<file path="src/rtl/crossy_pkg.sv">
// Shared types and constants for the game's collision/pickup path.
package crossy_pkg;

   localparam int unsigned PIX_W          = 6;
   localparam int unsigned COORD_W        = 10;
   localparam int unsigned CNT_W          = 8;
   localparam int unsigned SCORE_W        = 7;
   localparam int unsigned H_LAST_DEFAULT = 639;
   localparam int unsigned V_LAST_DEFAULT = 479;

   localparam logic [PIX_W-1:0] PIXEL_TRANSPARENT = 6'd0;

   typedef enum logic [1:0] {
      IDLE = 2'd0,
      ARM  = 2'd1,
      SCAN = 2'd2,
      EVAL = 2'd3
   } cm_state_t;

   // Score increment that sticks at max_score.
   function automatic logic [SCORE_W-1:0] score_sat_inc(
      input logic [SCORE_W-1:0] score,
      input logic [SCORE_W-1:0] max_score
   );
      return (score >= max_score) ? max_score : score + SCORE_W'(1);
   endfunction

endpackage

</file>
<file path="src/rtl/overlap_counter.sv">
// Saturating per-frame count of pixels where two sprite layers are both opaque.
module overlap_counter
   import crossy_pkg::*;
(
   input  logic             Clk,
   input  logic             ResetN,
   input  logic [PIX_W-1:0] layer_a,
   input  logic [PIX_W-1:0] layer_b,
   input  logic             clear,
   input  logic             enable,
   output logic [CNT_W-1:0] count
);

   localparam logic [CNT_W-1:0] CNT_MAX = '1;

   logic hit_c;

   assign hit_c = (layer_a != PIXEL_TRANSPARENT) && (layer_b != PIXEL_TRANSPARENT);

   always_ff @(posedge Clk or negedge ResetN) begin
      if (!ResetN) begin
         count <= '0;
      end else if (clear) begin
         count <= '0;
      end else if (enable && hit_c && (count != CNT_MAX)) begin
         count <= count + CNT_W'(1);
      end
   end

endmodule

</file>
<file path="src/rtl/collision_monitor.sv">
// Per-frame sprite overlap evaluation: car hits, money pickups, scores.
// Optional player-vs-player bump detection is built with COLLISION_P2P_EN.
module collision_monitor
   import crossy_pkg::*;
#(
   parameter int unsigned H_LAST        = H_LAST_DEFAULT,
   parameter int unsigned V_LAST        = V_LAST_DEFAULT,
   parameter int unsigned HIT_THRESHOLD = 4,
   parameter int unsigned MAX_SCORE     = 99
) (
   input  logic               Clk,
   input  logic               ResetN,
   input  logic               Active,
   input  logic               ClearScores,
   input  logic [COORD_W-1:0] DrawX,
   input  logic [COORD_W-1:0] DrawY,
   input  logic [PIX_W-1:0]   P1Pixel,
   input  logic [PIX_W-1:0]   P2Pixel,
   input  logic [PIX_W-1:0]   CarPixel,
   input  logic [PIX_W-1:0]   MoneyPixel,
   input  logic               P1HitAck,
   input  logic               P2HitAck,
   output logic               P1Hit,
   output logic               P2Hit,
   output logic [1:0]         MoneyTaken,
   output logic [SCORE_W-1:0] P1Score,
   output logic [SCORE_W-1:0] P2Score,
   output logic               PlayerBump,
   output logic               FrameDone
);

   localparam logic [CNT_W-1:0]   HIT_TH = CNT_W'(HIT_THRESHOLD);
   localparam logic [SCORE_W-1:0] SCORE_MAX = SCORE_W'(MAX_SCORE);

   cm_state_t state, state_nxt;

   logic             at_origin_c, at_last_c;
   logic             cnt_clear, cnt_en;
   logic [CNT_W-1:0] c1_cnt, c2_cnt, m1_cnt, m2_cnt;

   assign at_origin_c = (DrawX == '0) && (DrawY == '0);
   assign at_last_c   = (DrawX == COORD_W'(H_LAST)) && (DrawY == COORD_W'(V_LAST));

   // Counting starts only on the frame origin, so partial frames never reach EVAL.
   assign cnt_clear = !Active || (state == EVAL);
   assign cnt_en    = Active && ((state == SCAN) || ((state == ARM) && at_origin_c));

   always_ff @(posedge Clk or negedge ResetN) begin
      if (!ResetN) state <= IDLE;
      else         state <= state_nxt;
   end

   always_comb begin
      state_nxt = state;
      if (!Active) begin
         state_nxt = IDLE;
      end else begin
         case (state)
            IDLE:    state_nxt = ARM;
            ARM:     if (at_origin_c) state_nxt = SCAN;
            SCAN:    if (at_last_c)   state_nxt = EVAL;
            EVAL:    state_nxt = SCAN;
            default: state_nxt = IDLE;
         endcase
      end
   end

   overlap_counter u_c1 (.Clk(Clk), .ResetN(ResetN), .layer_a(P1Pixel), .layer_b(CarPixel),
                         .clear(cnt_clear), .enable(cnt_en), .count(c1_cnt));
   overlap_counter u_c2 (.Clk(Clk), .ResetN(ResetN), .layer_a(P2Pixel), .layer_b(CarPixel),
                         .clear(cnt_clear), .enable(cnt_en), .count(c2_cnt));
   overlap_counter u_m1 (.Clk(Clk), .ResetN(ResetN), .layer_a(P1Pixel), .layer_b(MoneyPixel),
                         .clear(cnt_clear), .enable(cnt_en), .count(m1_cnt));
   overlap_counter u_m2 (.Clk(Clk), .ResetN(ResetN), .layer_a(P2Pixel), .layer_b(MoneyPixel),
                         .clear(cnt_clear), .enable(cnt_en), .count(m2_cnt));

   // Hit handshake, pickups and scores; a fresh hit in EVAL overrides a same-cycle ack.
   always_ff @(posedge Clk or negedge ResetN) begin
      if (!ResetN) begin
         P1Hit      <= 1'b0;
         P2Hit      <= 1'b0;
         MoneyTaken <= '0;
         P1Score    <= '0;
         P2Score    <= '0;
         FrameDone  <= 1'b0;
      end else begin
         MoneyTaken <= '0;
         FrameDone  <= 1'b0;
         if (!Active) begin
            P1Hit <= 1'b0;
            P2Hit <= 1'b0;
         end else begin
            if (P1HitAck) P1Hit <= 1'b0;
            if (P2HitAck) P2Hit <= 1'b0;
            if (state == EVAL) begin
               FrameDone <= 1'b1;
               if (c1_cnt >= HIT_TH) begin
                  P1Hit <= 1'b1;
               end else if ((m1_cnt != '0) && !P1Hit) begin
                  MoneyTaken[0] <= 1'b1;
                  P1Score       <= score_sat_inc(P1Score, SCORE_MAX);
               end
               if (c2_cnt >= HIT_TH) begin
                  P2Hit <= 1'b1;
               end else if ((m2_cnt != '0) && !P2Hit) begin
                  MoneyTaken[1] <= 1'b1;
                  P2Score       <= score_sat_inc(P2Score, SCORE_MAX);
               end
            end
         end
         if (ClearScores) begin
            P1Score <= '0;
            P2Score <= '0;
         end
      end
   end

`ifdef COLLISION_P2P_EN
   logic [CNT_W-1:0] pb_cnt;

   overlap_counter u_pb (.Clk(Clk), .ResetN(ResetN), .layer_a(P1Pixel), .layer_b(P2Pixel),
                         .clear(cnt_clear), .enable(cnt_en), .count(pb_cnt));

   always_ff @(posedge Clk or negedge ResetN) begin
      if (!ResetN) begin
         PlayerBump <= 1'b0;
      end else if (!Active) begin
         PlayerBump <= 1'b0;
      end else if (state == EVAL) begin
         PlayerBump <= (pb_cnt != '0);
      end
   end
`else
   assign PlayerBump = 1'b0;
`endif

endmodule

</file>
<file path="config.mk">
export PLATFORM = sky130hd
export DESIGN_NAME = collision_monitor
export DESIGN_NICKNAME = d
export VERILOG_FILES = /design/src/rtl/crossy_pkg.sv /design/src/rtl/overlap_counter.sv /design/src/rtl/collision_monitor.sv
export SDC_FILE = /design/constraint.sdc
export NUM_CORES = 1
export LEC_CHECK = 0
export ABC_CLOCK_PERIOD_IN_PS = 3800
export CAP_MARGIN = 20
export CORE_MARGIN = 5
export CORE_UTILIZATION = 55
export DETAILED_ROUTE_END_ITERATION = 8
export MAX_ROUTING_LAYER = met4
export PLACE_DENSITY = 0.85
export REMOVE_ABC_BUFFERS = 1
export SYNTH_ARGS = -nofsm -noshare
export SYNTH_HDL_FRONTEND = slang
export SYNTH_SLANG_ARGS = --single-unit
</file>
<file path="constraint.sdc">
create_clock -name Clk -period 3.8 [get_ports Clk]
set_input_delay 0.38 -clock Clk [delete_from_list [all_inputs] [get_ports Clk]]
set_output_delay 0.38 -clock Clk [all_outputs]
set_load 0.02 [all_outputs]
</file>
; ---- After elaboration in Yosys (flattened, before gate mapping)
; Cells that the tools add are included.
[classes]
shift = 0
n_lt_le_gt_ge = 4
add_sub_neg = 6
n_bitwise = 0
eq_ne = 13
n_reduce_logical = 43
multipliers = 0
muxes = 40
div_mod_pow = 0
[ops]
columns = op, n
row1 = $mux W7, 12
row2 = $mux W8, 8
row3 = $add A8 B1 Y8 const B, 4
row4 = $ne A8 B8 Y1 const B, 4
row5 = $reduce_bool A6 Y1, 4
row6 = $logic_not A10 Y1, 2
row7 = $logic_and A1 B1 Y1, 18
row8 = $ge A8 B3 Y1 const B, 2
row9 = $reduce_bool A2 Y1, 8
row10 = $reduce_bool A8 Y1, 2
row11 = $add A7 B1 Y7 const B, 2
row12 = $ge A7 B7 Y1 const B, 2
row13 = $mux W1, 14
row14 = $eq A10 B10 Y1 const B, 1
row15 = $eq A10 B9 Y1 const B, 1
row16 = $mux W2, 5
row17 = $pmux W2 S4, 1
row18 = $reduce_and A4 Y1, 2
row19 = $ne A3 B3 Y1 const B, 2
row20 = $eq A2 B2 Y1 const B, 2
row21 = $ne A2 B2 Y1 const B, 2
row22 = $logic_not A1 Y1, 3
row23 = $eq A2 B1 Y1 const B, 1
row24 = $logic_not A2 Y1, 1
row25 = other kinds (2), 3
[totals]
romBits = 0
word_cells = 117
reg_bits = 53
mem_bits_rw = 0
latch_bits = 0
in_bits = 50
n_memories = 0

; ---- Depth between registers and ports, before layout
[logic_depth]
word_depth = 9
mapped_depth = 8
depth_no_buf = 8

; ---- Cells and area by module
; A second synthesis with hierarchy kept.
[hier_totals]
cells_unflattened = 360
area_unflattened_um2 = 3632.2
[modules_own_cells]
columns = module, cells_each, area_per_inst_um2, instances, seq_area_each_um2
row1 = overlap_counter, 56, 578.1, 4, 200.2
row2 = collision_monitor, 136, 1320.0, 1, 525.5

; ---- Least setup slack after synthesis
; No wires, ideal clock.
[synth_path]
path_kind = reg-to-reg
start = reg u_c1.count[2]
end = reg P1Score[4]
period_less_slack_ns = 1.937
path_stages_with_launch = 6
slack_ns = 1.863
setup_time_ns = 0.082
arrival_ns = 1.854
cell_sequence = dfrtp_1 -> or4_4 -> nor3_4 -> nand2_2 -> or4_1 -> a31oi_1
[synth_between]
elab_chain_len = 3
[synth_rtl]
columns = item, line
row1 = "start, declared", overlap_counter.sv:11  ; output logic [CNT_W-1:0] count
row2 = "start signal, assigned", overlap_counter.sv:26  ; count <= count + CNT_W'(1);
row3 = $ge A8 B3 Y1, collision_monitor.sv:97  ; if (c1_cnt >= HIT_TH) begin
row4 = $ne A2 B2 Y1 (no source line), -
row5 = $reduce_and A4 Y1 (no source line), -
row6 = "end signal, assigned", collision_monitor.sv:101  ; P1Score <= score_sat_inc(P1Score, SCORE_MAX);
row7 = "end, declared", collision_monitor.sv:26  ; output logic [SCORE_W-1:0] P1Score,
; No other way between the ends.
; A chain may end at the register's enable or synchronous reset.

; ---- Final worst setup path
[layout_path]
start = in DrawX[7]
end = reg u_c1.count[6]
[layout_between]
elab_chain_len = 8
[layout_rtl]
columns = item, line
row1 = "start, declared", collision_monitor.sv:15  ; input logic [COORD_W-1:0] DrawX,
row2 = $logic_not A10 Y1, collision_monitor.sv:41  ; assign at_origin_c = (DrawX == '0) && (DrawY == '0);
row3 = $logic_and A1 B1 Y1, collision_monitor.sv:41
row4 = $logic_and A1 B1 Y1, collision_monitor.sv:46  ; assign cnt_en = Active && ((state == SCAN) || ((state == ARM) && at_origin_c));
row5 = $logic_or A1 B1 Y1, collision_monitor.sv:46
row6 = $logic_and A1 B1 Y1, collision_monitor.sv:46
row7 = $logic_and A1 B1 Y1 (2 in series), overlap_counter.sv:25  ; end else if (enable && hit_c && (count != CNT_MAX)) begin
row8 = $reduce_bool A2 Y1 (no source line), -
; No other way between the ends.

==> impl_metrics.toml <==
[outcome]
status = "finished, final reports clean"

[global_route]
overflow = 0
antenna_found_initial = 0
grt_usage = 0.220
grt_pass1_vias = 2909
grt_pass1_wl_mm = 12.9
grt_max_degree = 54

[synth]
synth_area_leaders = "dfrtp_1 (42%), o21ai_0 (4.3%), inv_1 (4.0%)"
synth_most_common_cell = "dfrtp_1"
netlist.area_leader.share = 0.421
ys.flop_type = "dfrtp_1"
synth_cells = 363
ys_top_cells_by_count = "dfrtp_1 (53), inv_1 (34), nand2_1 (28), nor2_1 (28), o21ai_0 (27)"
synthArstFlopShare = 1.00
ys_seq_elements = 53
seq_area_frac_synth = 0.421
synth_area_um2 = 3150
avgSynthCellArea_um2 = 8.69
yosysUniqueCellTypes = 46
yosys_warnings = 0
synth_top_area_cell = "dfrtp_1"
synth_edf_count = 0

[timing]
final.period_utilization = 0.660
min_period_ps = 2510
worst_slew_margin_rel = 0.539
finalHoldViolCount = 0
whs_ps = 153
fin_tns_setup_ps = 0
setup_viol = 0
finClkSkew_ps = 14.8
final_max_slew_viol_count = 0
max_freq_ghz = 0.399
grt_setup_unrepaired = "no"
worstMarginPinSlew_ps = 684

[setup_path]
criticalPathCategory = "input port to flop"
arrival_ps = 2670
max_stage_delay_ps = 670
path_cells = "clkdlybuf4s50_1 -> nor4_1 -> and3_1 -> a41oi_1 -> o21ai_0 -> o221ai_1"
worstPathRequired_ps = 3960
rrSetupSlack_ps = 1620
worst-r2r-cell-count = 5
critPathMaxFanout = 6
cpMaxStageDelayCell = "o21ai_0"
timing.rr.start = "u_c2.count[3]"
rr_endpoint = "P2Score[3]"
crit_path_start_kind = "input port"
cp-end-kind = "flop"

[clocking]
htreeDepth = 2
cts_setup_buffers = 0
cts_resized = 0
clk_pin_slew_ps = 110
root_buffer = "clkbuf_8"
numCtsBuffers = 5
clock_path_buffers = 2
cts_tree = "yes"
clock-sinks = 53
postCtsHoldBufs = 0
clock_latency_ps = 320

[power]
total_power_w = 0.000994
vdd_ir_drop_max_uv = 148
leakage_nw = 1.64
powerDensity_nw_per_um2 = 249

[finish]
fin_util = 0.721
antenna_cells = 0
final_nets = 493
fillers = 418
multi_input_area_um2 = 1670
drive_above_1_share = 0.0530
area_growth_pct = 26.7
seq_area_um2 = 1330

[floorplan]
dieArea_um2 = 7350
top_level_ports = 70
initial_core_util = 0.569
core_area_um2 = 5540
rows = 27
die_y_um = 85.7
die_x_um = 85.7

[hold_path]
hold_path_class = "input port to async pin"

[place]
place.gp.congestion = 0.875
portBuffers = 68
hpwl_mm = 5.71

[routing]
post-route-drc-count = 0
vias = 3079
viasPerCell = 6.08
dr.pass1.iters = 5
ant_nets = 0
drt_iter0_drc = 159
wire_per_inst_um = 15.1
finalWirelength_mm = 7.62

[job]
drv_cap = 0
per-layer routing:
layer | up-vias | part of all wire | GRT usage
met2 | 138 | 0.48 | 0.369
met4 | 0 | 0.010 | 0.0619
li1 | 1480 | - | -
met5 | - | 0 | -
met3 | 10 | 0.082 | 0.0471
met1 | 1451 | 0.43 | 0.268
where the power goes:
part	leakage (nW)	internal [W]	switching, W	total (W)
registers	0.738	0.000565	0.00000237	0.000567
logic	0.861	0.0000518	0.0000374	0.0000893
clock network	0.0452	0.000135	0.000203	0.000338
total	1.64	0.000752	0.000243	0.000994
registers in the layout, indices dropped and copies added (netlist names):
| register | flops |
|---|---|
| P2Hit | 1 |
| u_c2.count | 8 |
| P2Score | 7 |
| u_c1.count | 8 |
| P1Score | 7 |
| u_m1.count | 8 |
| state | 2 |
| P1Hit | 1 |
| u_m2.count | 8 |
| MoneyTaken | 2 |
| FrameDone | 1 |
worst max-delay path by stage:
stage,from,endpoint,cells past startpoint
2_1_floorplan,DrawY[3],u_c2.count[3],5
3_3_place_gp,DrawX[7],u_c1.count[6],6
3_5_place_dp,DrawX[7],u_c1.count[6],6
4_1_cts,DrawX[7],u_c1.count[6],6
5_1_grt,DrawX[7],u_c1.count[6],6
6_report,DrawX[7],u_c1.count[6],6
critical path, delay by kind of cell:
family / cells / cell delay, ps
AO/OA/AOI/OAI: 3 / 1230
buffers and inverters: 1 / 400
AND/OR/NAND/NOR: 2 / 670
final cells by class:
| class | count | share of cell area |
|---|---|---|
| clock buffers | 5 | 0.0172 |
| clock inverters | 3 | 0.00626 |
| inverters | 34 | 0.0319 |
| multi-input cells | 269 | 0.417 |
| flip-flops and latches | 53 | 0.332 |
| well taps | 72 | 0.0225 |
| repair buffers | 70 | 0.173 |
cell families after synthesis:
kind of cell / Yosys count / synth area share
DFF: 53 / 0.421
xor gates and xnor gates: 5 / 0.0139
buffers and inverters: 41 / 0.0508
AOI/OAI and AO/OA: 93 / 0.192
adders and majority gates: 10 / 0.0397
other: 1 / 0.00119
muxes: 5 / 0.0163
and+or+nand+nor: 155 / 0.266
stage by stage:
step / instance area [µm²] / std cells / worst slack, ps
finish: 4000 / 506 / 1290
global route: 4000 / 506 / 1080
CTS: 4000 / 506 / 1290
detailed placement: 3900 / 498 / 964
global placement: 3900 / 498 / 1130
floorplan: 3120 / 356 / 1780
layout by cell type (no fill, tap or decap), drive strengths merged, types with 4 or more instances in the layout:
cell	instances
a31o	4
nand2	29
nand4	10
clkbuf	5
o21ai	27
and2	5
xnor2	5
nor4	12
and3	15
nor2b	6
or4	9
clkdlybuf4s50	67
o211ai	16
nor2	28
ha	10
a31oi	8
o22ai	4
nand3	22
inv	36
o211a	4
dfrtp	53
a21oi	14
nor3	12
mux2i	4
(Power assumes the default switching activity.)
